`src/rtl/proc_mem_responder.sv`:
```
// proc_mem_responder: processor-side RAM, memory-mapped I/O and boot-load FSM
module proc_mem_responder #(
  parameter int ADDR_W = 7,
  parameter int CNT_W = 16
) (
  input  logic        clock,
  input  logic        reset,
  input  logic [15:0] addr,
  input  logic [15:0] dout,
  input  logic        w,
  output logic [15:0] din,
  input  logic [9:0]  sw,
  output logic [9:0]  led,
  input  logic        load_start,
  input  logic        load_valid,
  input  logic [15:0] load_data,
  input  logic        load_last,
  output logic        proc_hold,
  output logic        load_err
);
  typedef enum logic {RUN, LOAD} state_t;
  state_t state;
  logic [15:0] mem [2**ADDR_W];
  logic [ADDR_W-1:0] ptr;
  logic [9:0] sw_meta, sw_sync;
  logic [CNT_W-1:0] cnt;
  logic [3:0] sel;
  logic [15:0] rd;
  logic load, pwr, unused;
  assign sel = addr[15:12];
  assign load = state == LOAD;
  assign pwr = w && !load;
  assign unused = ^addr[11:ADDR_W];
  always_comb
    rd = sel == 4'h0 ? mem[addr[ADDR_W-1:0]] :
         sel == 4'h1 ? {6'b0, led} :
         sel == 4'h2 ? {6'b0, sw_sync} :
         sel == 4'h3 ? 16'(cnt) :
         sel == 4'h4 ? {14'b0, load_err, proc_hold} : 16'h0;
  // Single write port shared by the boot loader and the processor; reset blocks both.
  always_ff @(posedge clock)
    if (!reset) begin
      if (load && load_valid) mem[ptr] <= load_data;
      else if (pwr && sel == 4'h0) mem[addr[ADDR_W-1:0]] <= dout;
    end
  always_ff @(posedge clock)
    if (reset) begin
      din <= '0;
      led <= '0;
      cnt <= '0;
      proc_hold <= 1'b0;
      load_err <= 1'b0;
      state <= RUN;
      ptr <= '0;
      sw_meta <= '0;
      sw_sync <= '0;
    end else begin
      sw_meta <= sw;
      sw_sync <= sw_meta;
      din <= load ? 16'h0 : rd;
      if (pwr && sel == 4'h1) led <= dout[9:0];
      if (!load) cnt <= (w && sel == 4'h3) ? '0 : cnt + CNT_W'(1);
      if (!load && load_start) begin
        state <= LOAD;
        ptr <= '0;
        proc_hold <= 1'b1;
        load_err <= 1'b0;
      end else if (load && load_valid) begin
        ptr <= ptr + ADDR_W'(1);
        if (&ptr && !load_last) load_err <= 1'b1;
        if (load_last) begin
          state <= RUN;
          proc_hold <= 1'b0;
        end
      end
    end
endmodule
```
`config.mk`:
```
export PLATFORM = sky130hd
export DESIGN_NAME = proc_mem_responder
export DESIGN_NICKNAME = d
export VERILOG_FILES = /design/src/rtl/proc_mem_responder.sv
export SDC_FILE = /design/constraint.sdc
export NUM_CORES = 2
export LEC_CHECK = 0
export BUFFER_PORTS_ARGS = -buffer_cell sky130_fd_sc_hd__buf_4
export CAP_MARGIN = 20
export CORE_ASPECT_RATIO = 1.4
export CORE_UTILIZATION = 45
export CTS_BUF_LIST = sky130_fd_sc_hd__clkbuf_8
export DETAILED_ROUTE_END_ITERATION = 10
export GPL_ROUTABILITY_DRIVEN = 0
export PLACE_DENSITY = 0.65
export SLEW_MARGIN = 20
export SYNTH_ARGS = -nofsm -noshare
export SYNTH_HDL_FRONTEND = slang
export SYNTH_SLANG_ARGS = --single-unit
```
`constraint.sdc`:
```
create_clock -name clock -period 6.31 [get_ports clock]
set_input_delay 0.3155 -clock clock [delete_from_list [all_inputs] [get_ports clock]]
set_output_delay 0.3155 -clock clock [all_outputs]
set_load 0.1 [all_outputs]
```
==> summary.md <==
| Metric | Value |
|---|---|
| Worst-path clk slew | `0.07 ns` |
| Top Metal Used | `met5` |
| VDD IR max | `0.0001387 V` |
| Clock skew | `0.08150 ns` |
| Initial Utilization | `45.40%` |
| # port buffers | `86` |
| Post-cts sizing count | `0` |
| DIE AREA | `0.1851 mm2` |
| Non-filler instance count after layout | `7063` |
| Layout cells sized above 1 | `24.26%` |
| Minimum clock period | `4.151 ns` |
| Via count | `41790` |
| Fin crit share | `65.78%` |
| CTS buffer count | `306` |
| Later-pin clock latency in the skew report | `1.02 ns` |
| Worst EP required | `6.96 ns` |
| Reg area | `0.06292 mm2` |
| Gr usage total | `23.01%` |
| Clock Tree Buf Depth | `4` |
| Setup TNS | `0 ns` |
| PD cells | `288.2 mW/mm2` |
| Startpoint Class | `flip-flop` |
| Initial antenna violation count | `10` |
| Slew headroom | `16.44%` |
| Mapped Nets | `4050` |
| Seq cells post-synth | `2119` |
| Crit path arrival time | `4.80 ns` |
| Wire length on met2 | `106700 um` |
| Dominant cell type by area after synthesis | `edfxtp_1` |
| Final core occ | `50.91%` |
| HP Class | `in2reg` |
| Pin count of the biggest net entering global routing | `97` |
| Status | `finished clean` |
| Placed Instances | `6471` |
| Wirelength per Cell | `30.21 um` |
| Average size of a mapped cell | `20.71 um2` |
| Most frequent cells in the layout | `2048 x edfxtp_1, 449 x mux4_2, 314 x clkbuf_8, 288 x mux2i_1, 267 x buf_4` |
| Core Footprint | `0.1817 mm2` |
| Top cell type's share of synthesized area | `74.54%` |
| Htree depth | `5` |
| Top cells by area, synth | `edfxtp_1 75%, mux4_2 12%, mux2i_1 3.5%` |
| Core Rows | `185` |
| Pre-antenna DRT Iters | `8` |
| Wirelength, routed | `213400 um` |
| Hold_ws | `0.1683 ns` |
| Worst-margin pin slew | `1.253 ns` |
| Die H | `508.6 um` |
| First-pass GRT wire length | `300800 um` |
| Yosys warnings | `0` |
| CTS root buf | `clkbuf_8` |
| Nets | `4487` |
| P_leak | `0.02985 uW` |
| Fmax | `240.9 MHz` |
| Max-cap violations | `0` |
| DR DRC count | `0` |
| Critical Path Sink Type | `flip-flop` |
| Synth unique cells | `60` |
| RSZ-0062 raised after global routing | `no` |
| CTS tree | `yes` |
| Grt total ovfl | `0` |
| Final Setup Violations | `0` |
| Final Slew Violations | `0` |
| Count of flip-flops with a built-in enable after synthesis | `2048` |
| Syn Inst Count | `3984` |
| Hold Fails Final Rpt | `0` |
| Post-synth ARST share | `0%` |
| Vias/cell | `5.917` |
| Synthesis-to-layout area growth | `12.12%` |
| Multi-input gate area | `0.01819 mm2` |
| Synth Flop Type | `edfxtp_1` |
| Reg2reg path depth | `7` |
| Routed length on met3 | `17890 um` |
| M1 WL | `77160 um` |
| Sequential share of the synthesized area | `76.27%` |
| Clock sink count | `2119` |
| Leading cell type in the layout, fill and taps excluded | `edfxtp_1` |
| FILL cells | `14230` |
| Crit-path max FO | `14` |
| Worst Hold Depth | `3` |
| CP Class | `reg2reg` |
| Vias in the first global route | `42300` |
| Hpwl dp | `129400 um` |
| IO Pins | `92` |
| Post-route ant nets | `0` |
| Mapped Area | `0.08250 mm2` |
| Initial DRC Count | `4387` |
| Die Span X | `363.9 um` |
## cells by family (layout without fill, tap and decap cells)
| family | count (synthesis) | in the layout | share of synthesized area (%) |
|---|---|---|---|
| xor+xnor | 18 | 18 | 0.1911 |
| buf+inv | 237 | 882 | 1.899 |
| flops | 2119 | 2119 | 76.27 |
| other cells | 0 | 3 | 0 |
| compound gates | 357 | 357 | 2.983 |
| mux | 739 | 739 | 15.78 |
| simple gates | 512 | 512 | 2.853 |
| fa+ha+maj | 2 | 2 | 0.03033 |
## cell usage after synthesis (6+ instances only)
library cell	n
o211ai_1	6
nand2b_1	11
o21ai_1	21
buf_2	55
buf_12	9
o21ai_0	11
buf_4	22
nand3_1	20
a2111oi_0	7
nor2b_1	49
a211oi_1	24
buf_8	16
buf_1	17
and2_1	7
nor2_1	192
dfxtp_1	71
nand2_1	138
nand4_1	14
xnor2_1	6
or3_1	6
o22ai_1	31
mux4_2	449
nor4_1	6
or2_1	15
nor3_1	36
a31oi_1	7
a22oi_1	94
o31ai_1	6
edfxtp_1	2048
buf_6	26
inv_1	10
mux2i_1	288
o221ai_1	41
xor2_1	12
a21oi_1	82
clkbuf_1	81
## where the power goes
part	internal [uW]	switching (uW)
Sequential	15500	9.77
Combinational	490	976
Clock	4770	4960
## critical path, stage by stage (launching register included)
cell	delay (ns)
dfxtp_1	0.30
buf_4	0.20
nor2b_1	0.48
and3b_1	0.58
a31oi_1	0.29
or2_2	0.70
nor2_1	0.88
buf_4	0.33
## final cells by class
class	count	area share, %
well taps	2431	3.288
diodes	3	0.008116
clock inverters	202	1.025
repair buffers	356	3.280
multi-input cells	1628	19.67
inverters	10	0.04058
clock buffers	314	4.672
flip-flops and latches	2119	68.02
## flip-flops by register name, indices dropped and copies added, names as in the netlist
signal	count
mem	2048
led	10
ptr	7
load	1
load_err	1
cnt	16
sw_meta	10
din	16
sw_sync	10
## layer usage
metal	track usage, %	vias up
met5	0	-
met4	11.53	12
met3	5.272	471
met2	38.47	1989
met1	28.03	21970
li1	-	17360
## path summary, 6_finish.rpt
path                      from  slack [ns]         end
setup / recovery          load        2.16  mem[66][6]
hold / removal    load_data[9]        0.17  mem[27][9]
hold reg to reg     sw_meta[6]        0.45  sw_sync[6]
setup reg to reg          load        2.16  mem[66][6]
## timing repair
| action | CTS | global route |
|---|---|---|
| buffers inserted | 0 | 0 |
| endpoints found under the hold margin | 62 | 0 |
| hold buffers | 72 | 0 |
## stage by stage
| step | setup slack [ns] | area (um2) | total power, uW |
|---|---|---|---|
| 3_3_place_gp | 2.207 | 86460 | 17180 |
| 3_5_place_dp | 2.126 | 86470 | 17200 |
| 4_1_cts | 2.325 | 92460 | 26820 |
| 6_report | 2.159 | 92500 | 26660 |
| 5_1_grt | 2.151 | 92500 | 27420 |
| 2_1_floorplan | 2.153 | 82500 | 16660 |
Note: power is estimated with default switching activity, not from simulation.
